==> src/rtl/axisprbs_check.sv <==
// -----------------------------------------------------------------------------
// axisprbs_check
//
// AXI-stream sink that checks a pseudorandom LFSR word stream. The checker
// seeds itself from the incoming data, declares lock after LOCK_COUNT correct
// predictions, then counts accepted beats and mismatched beats. UNLOCK_COUNT
// consecutive mismatches while locked drop it back to hunting.
//
// LFSR step, W = C_AXIS_DATA_WIDTH:
//   next(d)[W-2:0] = d[W-1:1]
//   next(d)[W-1]   = ^(d & POLY), POLY = 31'h0000_2001 in the top 31 bits
//
// Ports:
//   S_AXI_ACLK     in   clock
//   S_AXI_ARESETN  in   asynchronous active-low reset
//   S_AXIS_TVALID  in   upstream data valid
//   S_AXIS_TREADY  out  sink ready (0 in reset, otherwise !i_stall)
//   S_AXIS_TDATA   in   upstream data word
//   i_stall        in   1 = hold TREADY low (back-pressure)
//   i_clear        in   synchronous clear of counters and sticky error
//   o_locked       out  1 while locked to the sequence
//   o_err          out  one-cycle pulse after a mismatched beat while locked
//   o_err_sticky   out  set on any locked mismatch, cleared by i_clear
//   o_beat_count   out  beats accepted while locked (saturating)
//   o_err_count    out  mismatched beats while locked (saturating)
// -----------------------------------------------------------------------------
module axisprbs_check #(
  parameter int C_AXIS_DATA_WIDTH = 32,
  parameter int LOCK_COUNT        = 4,
  parameter int UNLOCK_COUNT      = 8,
  parameter int CNT_WIDTH         = 32
) (
  input  logic                         S_AXI_ACLK,
  input  logic                         S_AXI_ARESETN,
  input  logic                         S_AXIS_TVALID,
  output logic                         S_AXIS_TREADY,
  input  logic [C_AXIS_DATA_WIDTH-1:0] S_AXIS_TDATA,
  input  logic                         i_stall,
  input  logic                         i_clear,
  output logic                         o_locked,
  output logic                         o_err,
  output logic                         o_err_sticky,
  output logic [CNT_WIDTH-1:0]         o_beat_count,
  output logic [CNT_WIDTH-1:0]         o_err_count
);

  localparam int W = C_AXIS_DATA_WIDTH;

  localparam logic [W-1:0] POLY_BASE = W'(31'h0000_2001);
  localparam logic [W-1:0] POLY      = POLY_BASE << (W - 31);

  localparam logic [7:0] LOCK_TARGET   = 8'(LOCK_COUNT);
  localparam logic [7:0] UNLOCK_TARGET = 8'(UNLOCK_COUNT);
  localparam logic [CNT_WIDTH-1:0] CNT_ONE = CNT_WIDTH'(1);

  localparam logic [0:0] ST_HUNT   = 1'b0;
  localparam logic [0:0] ST_LOCKED = 1'b1;

  // Registered state
  logic [0:0]           state_reg,      state_next;
  logic [W-1:0]         expected_reg,   expected_next;
  logic                 seed_valid_reg, seed_valid_next;
  logic [7:0]           run_reg,        run_next;
  logic [CNT_WIDTH-1:0] beat_cnt_reg,   beat_cnt_next;
  logic [CNT_WIDTH-1:0] err_cnt_reg,    err_cnt_next;
  logic                 sticky_reg,     sticky_next;
  logic                 err_reg,        err_next;
  logic                 ready_reg;

  logic         beat;
  logic         data_degenerate;
  logic         data_match;
  logic [W-1:0] data_step;
  logic [W-1:0] exp_step;

  // ready_reg is cleared by reset and set on the first edge after release,
  // so TREADY stays low while in reset and follows !i_stall afterwards.
  assign S_AXIS_TREADY = ready_reg & ~i_stall;
  assign beat          = S_AXIS_TVALID & S_AXIS_TREADY;

  // A word whose top 31 bits are zero would lock the LFSR at zero; never
  // seed from it.
  assign data_degenerate = (S_AXIS_TDATA[W-1 -: 31] == 31'd0);
  assign data_match      = (S_AXIS_TDATA == expected_reg);

  // One LFSR step of the incoming word (used for seeding / hunting) and of
  // the expected word (used for free-running prediction while locked).
  genvar gi;
  generate
    for (gi = 0; gi < W - 1; gi++) begin : g_shift
      assign data_step[gi] = S_AXIS_TDATA[gi+1];
      assign exp_step[gi]  = expected_reg[gi+1];
    end
  endgenerate
  assign data_step[W-1] = ^(S_AXIS_TDATA & POLY);
  assign exp_step[W-1]  = ^(expected_reg & POLY);

  always_comb begin
    state_next      = state_reg;
    expected_next   = expected_reg;
    seed_valid_next = seed_valid_reg;
    run_next        = run_reg;
    beat_cnt_next   = beat_cnt_reg;
    err_cnt_next    = err_cnt_reg;
    sticky_next     = sticky_reg;
    err_next        = 1'b0;

    if (beat) begin
      if (state_reg == ST_HUNT) begin
        if (seed_valid_reg && data_match) begin
          expected_next = data_step;
          if (run_reg + 8'd1 == LOCK_TARGET) begin
            state_next = ST_LOCKED;
            run_next   = 8'd0;
          end else begin
            run_next = run_reg + 8'd1;
          end
        end else if (!data_degenerate) begin
          // Reseed from this word and restart the match run.
          expected_next   = data_step;
          seed_valid_next = 1'b1;
          run_next        = 8'd0;
        end
      end else begin
        // Locked: prediction runs from our own expected value so a corrupted
        // word does not corrupt the following predictions.
        expected_next = exp_step;
        if (beat_cnt_reg != '1) begin
          beat_cnt_next = beat_cnt_reg + CNT_ONE;
        end
        if (!data_match) begin
          err_next    = 1'b1;
          sticky_next = 1'b1;
          if (err_cnt_reg != '1) begin
            err_cnt_next = err_cnt_reg + CNT_ONE;
          end
          if (run_reg + 8'd1 == UNLOCK_TARGET) begin
            state_next      = ST_HUNT;
            seed_valid_next = 1'b0;
            run_next        = 8'd0;
          end else begin
            run_next = run_reg + 8'd1;
          end
        end else begin
          run_next = 8'd0;
        end
      end
    end

    // Clear has priority over any increment in the same cycle.
    if (i_clear) begin
      beat_cnt_next = '0;
      err_cnt_next  = '0;
      sticky_next   = 1'b0;
    end
  end

  always_ff @(posedge S_AXI_ACLK or negedge S_AXI_ARESETN) begin
    if (!S_AXI_ARESETN) begin
      state_reg      <= ST_HUNT;
      expected_reg   <= '0;
      seed_valid_reg <= 1'b0;
      run_reg        <= 8'd0;
      beat_cnt_reg   <= '0;
      err_cnt_reg    <= '0;
      sticky_reg     <= 1'b0;
      err_reg        <= 1'b0;
      ready_reg      <= 1'b0;
    end else begin
      state_reg      <= state_next;
      expected_reg   <= expected_next;
      seed_valid_reg <= seed_valid_next;
      run_reg        <= run_next;
      beat_cnt_reg   <= beat_cnt_next;
      err_cnt_reg    <= err_cnt_next;
      sticky_reg     <= sticky_next;
      err_reg        <= err_next;
      ready_reg      <= 1'b1;
    end
  end

  assign o_locked     = (state_reg == ST_LOCKED);
  assign o_err        = err_reg;
  assign o_err_sticky = sticky_reg;
  assign o_beat_count = beat_cnt_reg;
  assign o_err_count  = err_cnt_reg;

endmodule

==> config.mk <==
export PLATFORM = sky130hd
export DESIGN_NAME = axisprbs_check
export DESIGN_NICKNAME = d
export VERILOG_FILES = /design/src/rtl/axisprbs_check.sv
export SDC_FILE = /design/constraint.sdc
export NUM_CORES = 1
export LEC_CHECK = 0
export BUFFER_PORTS_ARGS = -buffer_cell sky130_fd_sc_hd__buf_4
export CAP_MARGIN = 25
export CORE_ASPECT_RATIO = 1.75
export CORE_MARGIN = 2
export CORE_UTILIZATION = 57
export DETAILED_ROUTE_END_ITERATION = 10
export PLACE_DENSITY = 0.81
export SYNTH_ARGS = -nofsm -noshare
export SYNTH_HDL_FRONTEND = slang
export SYNTH_SLANG_ARGS = --single-unit
==> constraint.sdc <==
create_clock -name S_AXI_ACLK -period 3.05 [get_ports S_AXI_ACLK]
set_input_delay 0.61 -clock S_AXI_ACLK [delete_from_list [all_inputs] [get_ports S_AXI_ACLK]]
set_output_delay 0.61 -clock S_AXI_ACLK [all_outputs]
set_load 0.02 [all_outputs]
==> impl_metrics.json, run 1 <==
{
  "status": "finished, final reports clean",
  "die_width_um": 82.5,
  "fin_crit_ns": 2.74,
  "syn_nets": 702,
  "p_clk_frac": 0.378,
  "synth-xor-area-share": 0.0998,
  "io_pins": 105,
  "synth_top_area_cell": "dfrtp_1",
  "cts_max_level": 3,
  "skew_ns": 0.00981,
  "final_area_mm2": 0.00740,
  "switchingPower_w": 0.000840,
  "remaining_drc_errors": 0,
  "maxCapViolations": 0,
  "max_freq_ghz": 0.365,
  "gp_congestion": 0.886,
  "tns_ns": 0,
  "netlist.area_leader.share": 0.444,
  "hold_class": "in2async",
  "ctsRootBufferMaster": "clkbuf_16",
  "ys_warn_count": 0,
  "synthArstFlopShare": 1.00,
  "crit_path_start_kind": "flip-flop",
  "vias": 5437,
  "avgRoutedWirePerCell_um": 17.5,
  "grt_usage": 0.282,
  "ir_drop_mv": 0.336,
  "worst_ep_arrival_time_ns": 3.00,
  "clkTransAtPathRegs_ns": 0.07,
  "p_total_w": 0.00315,
  "drv_slew": 0,
  "ys_types": 61,
  "placed_area_mm2": 0.00710,
  "combinationalPowerShare": 0.112,
  "ctsResizeCount": 0,
  "power.internal_w": 0.00230,
  "cts_buffer_depth": 2,
  "p_seq_frac": 0.510,
  "nets": 803,
  "p_per_area_mw_per_mm2": 425,
  "instances_no_fill": 897,
  "avgSynthCellArea_um2": 9.29,
  "ys_ff_latch": 109,
  "start_util": 0.581,
  "clock_latency_ns": 0.35,
  "cts_sinks": 109,
  "cp-end-kind": "flip-flop",
  "synth-adder-area-share": 0.00815,
  "drt_wl_total_um": 15700,
  "setup_viol": 0,
  "netlist_top_cells_count": "109 x dfrtp_1, 91 x nor2_1, 56 x a21oi_1, 53 x xor2_1, 34 x mux2i_1",
  "drive_above_1_share": 0.196,
  "synthMuxAreaShare": 0.0719,
  "synth_compound_area_frac": 0.112,
  "synth-simple-area-share": 0.234,
  "syn_to_final_growth_pct": 20.5,
  "antenna_cells": 0,
  "path_max_fanout": 8,
  "hold_violations": 0,
  "synth_cells": 661,
  "syn-cell-area_mm2": 0.00614,
  "cts_setup_buffers": 0,
  "critical_path_class": "reg2reg",
  "drt-initial-drc-count": 329,
  "numPortBuffers": 104,
  "placed_cells": 881,
  "worst_slew_pin_slew_ns": 0.648,
  "cts_tree": "built",
  "grt_pass1_wl_um": 25500,
  "coreArea_mm2": 0.0106,
  "cp.required_ns": 3.32,
  "synth_top_family_by_area": "simple AND/OR/NAND/NOR gates",
  "synth_edf_count": 0,
  "dieArea_mm2": 0.0117,
  "antenna_found_initial": 0,
  "power_leakage_nw": 3.12,
  "cts_inserted_buffers": 9,
  "via_per_inst": 6.06,
  "slew_headroom": 0.568,
  "synth_flop_cell": "dfrtp_1",
  "die_h_um": 141,
  "grt_pass1_vias": 5501,
  "swShare": 0.267,
  "fin_crit_sh": 0.897,
  "cts.hold.buffers_added": 0,
  "rows": 50,
  "seq_area_frac_synth": 0.444,
  "synth_area_leaders": "dfrtp_1 44%, xor2_1 7.6%, nor2_1 5.6%",
  "ant_nets": 0,
  "grt_max_degree": 55,
  "grt.overflow.total": 0,
  "rsz0062_at_grt": "no",
  "dr.pass1.iters": 5,
  "yosysMostFrequentCell": "dfrtp_1",
  "place_hpwl_um": 11800
}
layer usage:
| metal | global-route usage | part of all wire | vias to the layer above |
|---|---|---|---|
| li1 | - | - | 2561 |
| met1 | 0.314 | 0.36 | 2631 |
| met2 | 0.501 | 0.55 | 196 |
| met3 | 0.0299 | 0.042 | 49 |
| met4 | 0.160 | 0.047 | 0 |
| met5 | 0 | 0 | - |
metrics by stage:
step	hold slack [ns]	setup slack, ns	utilization
2_1_floorplan	0.314	0.647	-
3_3_place_gp	0.485	0.246	0.671
3_5_place_dp	0.511	0.177	0.671
4_1_cts	0.303	0.362	0.700
5_1_grt	0.319	0.220	0.700
6_report	0.272	0.313	0.700
power groups by stage:
stage / sequential, W / combinational, W / clock, W
6_report: 0.00161 / 0.000352 / 0.00119
5_1_grt: 0.00162 / 0.000391 / 0.00126
4_1_cts: 0.00161 / 0.000355 / 0.00121
3_5_place_dp: 0.00163 / 0.000354 / 0
3_3_place_gp: 0.00163 / 0.000343 / 0
2_1_floorplan: 0.00161 / 0.000187 / 0
cells by family after synthesis:
family	after synthesis
compound gates	117
fa+ha+maj	4
simple gates	271
flops	109
buf+inv	46
xor+xnor	70
other cells	1
mux	43
area by class of cell:
class / instances / area (um^2)
tap: 130 / 163
fill: 832 / 3170
clock inverter: 7 / 75.1
multi-input combinational: 506 / 3250
timing repair buffer: 120 / 901
inverter: 16 / 60.1
sequential: 109 / 2730
clock buffer: 9 / 225
worst max-delay path, stage by stage, from the launching register on:
cell	delay [ns]
dfrtp_1	0.55
ha_1	0.35
and3_1	0.23
mux2_1	0.32
a32oi_1	0.32
nor3_1	0.16
o21ai_1	0.36
nand2_1	0.16
o22ai_1	0.21
path summary, 6_finish.rpt:
kind / startpoint / to / slack, ns / cells past startpoint
setup / recovery: run_reg[0] / run_reg[4] / 0.31 / 8
hold / removal: S_AXI_ARESETN / o_err_count[23] / 0.27 / 1
setup reg to reg: run_reg[0] / run_reg[4] / 0.31 / 8
hold reg to reg: o_err_sticky / o_err_sticky / 0.52 / 2
max in group asynchronous: S_AXI_ARESETN / expected_reg[0] / 2.02 / 2
min in group S_AXI_ACLK: o_err_sticky / o_err_sticky / 0.52 / 2
cells in the final DEF (no fill, tap or decap), types with 2 or more instances in the layout:
master / netlist / final
a211oi_1: 2 / 2
a21boi_0: 2 / 2
a21oi_1: 56 / 56
and2_1: 5 / 5
and3_1: 11 / 11
and4_1: 12 / 12
and4_4: 2 / 2
buf_4: 0 / 120
clkbuf_16: 0 / 9
clkinv_2: 0 / 2
clkinvlp_4: 0 / 2
dfrtp_1: 109 / 108
ha_1: 4 / 4
inv_1: 16 / 16
mux2_1: 9 / 9
mux2i_1: 34 / 34
nand2_1: 30 / 30
nand3_1: 22 / 22
nand4_1: 19 / 19
nor2_1: 91 / 91
nor2b_1: 10 / 10
nor3_1: 13 / 13
nor3b_1: 2 / 2
nor4_1: 21 / 21
o2111ai_1: 5 / 5
o211ai_1: 2 / 2
o21a_1: 2 / 2
o21ai_0: 17 / 17
o21ai_1: 9 / 8
o22ai_1: 4 / 4
o31ai_1: 4 / 4
or3_1: 15 / 15
or4_1: 6 / 6
xnor2_1: 17 / 17
xor2_1: 53 / 53
(Power assumes the default switching activity.)
==> run 2, diff against run 1 <==
- CAP_MARGIN: 25 -> 40
- CORE_UTILIZATION: 57 -> 45
- PLACE_DENSITY: 0.81 -> 0.66
==> run 2 against run 1 <==
  * Core utilization decreased by 14 points
  * First-iteration DRC count decreased by 9.1%
  * Clock power decreased by 5%
  * Register-to-register slack got worse by 0.02 ns
  * Cell area increased by 0.64%
  * Power decreased by 1.9%
  * Highest routed layer unchanged
==> impl_metrics.json, run 2 (synthesis gave the netlist of run 1 again) <==
{
  "nets": 800,
  "layout_commonest_cell": "buf_4",
  "slew_headroom": 0.489,
  "cts_tree": "built",
  "maxCapViolations": 0,
  "antenna_cells": 0,
  "grt_max_degree": 89,
  "cts.hold.buffers_added": 0,
  "place_hpwl_um": 11600,
  "max_freq_ghz": 0.363,
  "grt_usage": 0.218,
  "grt.overflow.total": 0,
  "critPathSlowestCell": "dfrtp_1",
  "drv_slew": 0,
  "power.internal_w": 0.00229,
  "tns_ns": 0,
  "hold_class": "in2async",
  "hold_violations": 0,
  "ctsResizeCount": 0,
  "swShare": 0.258,
  "fin_crit_ns": 2.76,
  "syn_to_final_growth_pct": 21.2,
  "p_per_area_mw_per_mm2": 414,
  "rows": 56,
  "antenna_found_initial": 0,
  "cts_max_level": 3,
  "ant_nets": 0,
  "ctsRootBufferMaster": "clkbuf_16",
  "switchingPower_w": 0.000796,
  "drive_above_1_share": 0.190,
  "grt_pass1_wl_um": 25600,
  "reg2regPathDepth": 8,
  "cts_buffer_depth": 2,
  "cts_sinks": 109,
  "status": "finished, final reports clean",
  "remaining_drc_errors": 0,
  "worst_ep_arrival_time_ns": 3.01,
  "skew_ns": 0.00794,
  "max_stage_delay_ns": 0.52,
  "cp.required_ns": 3.30,
  "path_max_fanout": 8,
  "p_clk_frac": 0.367,
  "cts_inserted_buffers": 9,
  "worst_slew_pin_slew_ns": 0.766,
  "gp_congestion": 0.957,
  "p_seq_frac": 0.519,
  "ir_drop_mv": 0.306,
  "die_h_um": 159,
  "combinationalPowerShare": 0.113,
  "vias": 5380,
  "die_width_um": 92.3,
  "drt_wl_total_um": 15700,
  "p_total_w": 0.00309,
  "dr.pass1.iters": 5,
  "io_pins": 105,
  "fin_crit_sh": 0.904,
  "via_per_inst": 5.74,
  "layout_common_cells": "115 x buf_4, 108 x dfrtp_1, 91 x nor2_1, 56 x a21oi_1, 53 x xor2_1",
  "setup_viol": 0,
  "whs_ns": 0.330,
  "cp-end-kind": "flip-flop",
  "avgRoutedWirePerCell_um": 16.7,
  "critical_path_class": "reg2reg",
  "numPortBuffers": 104,
  "drt-initial-drc-count": 299,
  "cts_setup_buffers": 0,
  "start_util": 0.459,
  "rsz0062_at_grt": "no",
  "crit_path_start_kind": "flip-flop",
  "coreArea_mm2": 0.0134,
  "power_leakage_nw": 3.11,
  "clock_latency_ns": 0.34,
  "grt_pass1_vias": 5274,
  "crit_chain": "ha_1 -> and3_1 -> mux2_1 -> a32oi_1 -> o221ai_1 -> o21ai_1 -> nand2_1 -> o22ai_1",
  "clkTransAtPathRegs_ns": 0.07,
  "dieArea_mm2": 0.0146
}
run 2: final cells by class:
| type | count | area (um^2) |
|---|---|---|
| Inverter | 16 | 60.1 |
| Tap cell | 174 | 218 |
| Sequential cell | 109 | 2730 |
| Clock inverter | 2 | 16.3 |
| Timing Repair Buffer | 117 | 903 |
| Multi-Input combinational cell | 506 | 3250 |
| Clock buffer | 14 | 274 |
| Fill cell | 1230 | 5940 |
run 2: worst max-delay path: cells and delay by family (launching register included):
| family | cells | cell delay [ns] |
|---|---|---|
| AOI/OAI and AO/OA | 4 | 1.09 |
| adders and majority gates | 1 | 0.35 |
| DFF | 1 | 0.52 |
| muxes | 1 | 0.32 |
| and+or+nand+nor | 2 | 0.38 |
run 2: worst paths after layout:
| path | startpoint | to | slack, ns |
|---|---|---|---|
| min in group S_AXI_ACLK | o_err_sticky | o_err_sticky | 0.51 |
| min | S_AXI_ARESETN | o_err_count[18] | 0.33 |
| max | run_reg[0] | run_reg[4] | 0.29 |
| min reg2reg | o_err_sticky | o_err_sticky | 0.51 |
| max reg2reg | run_reg[0] | run_reg[4] | 0.29 |
| max in group asynchronous | S_AXI_ARESETN | o_beat_count[9] | 1.95 |
run 2: through the flow:
stage / worst slack, ns / utilization / area (um^2) / std cells
floorplan: 0.647 / - / 6140 / 661
global placement: 0.262 / 0.535 / 7160 / 922
detailed placement: 0.214 / 0.535 / 7160 / 922
CTS: 0.338 / 0.556 / 7450 / 938
global route: 0.0463 / 0.556 / 7450 / 938
finish: 0.293 / 0.556 / 7450 / 938
run 2: routing by layer:
layer  wire length (um)  up-vias  global-route usage
met5                  0        -                   0
met4                437        0              0.0888
met3                531       23              0.0232
met2               8500      142               0.410
met1               6210     2642               0.250
li1                   -     2573                   -
run 2: power by group through the flow:
stage               sequential, W  clock [W]  combinational (W)
global placement          0.00163          0           0.000346
detailed placement        0.00163          0           0.000354
CTS                       0.00160    0.00117           0.000354
finish                    0.00160    0.00113           0.000350
global route              0.00161    0.00121           0.000389
floorplan                 0.00161          0           0.000187
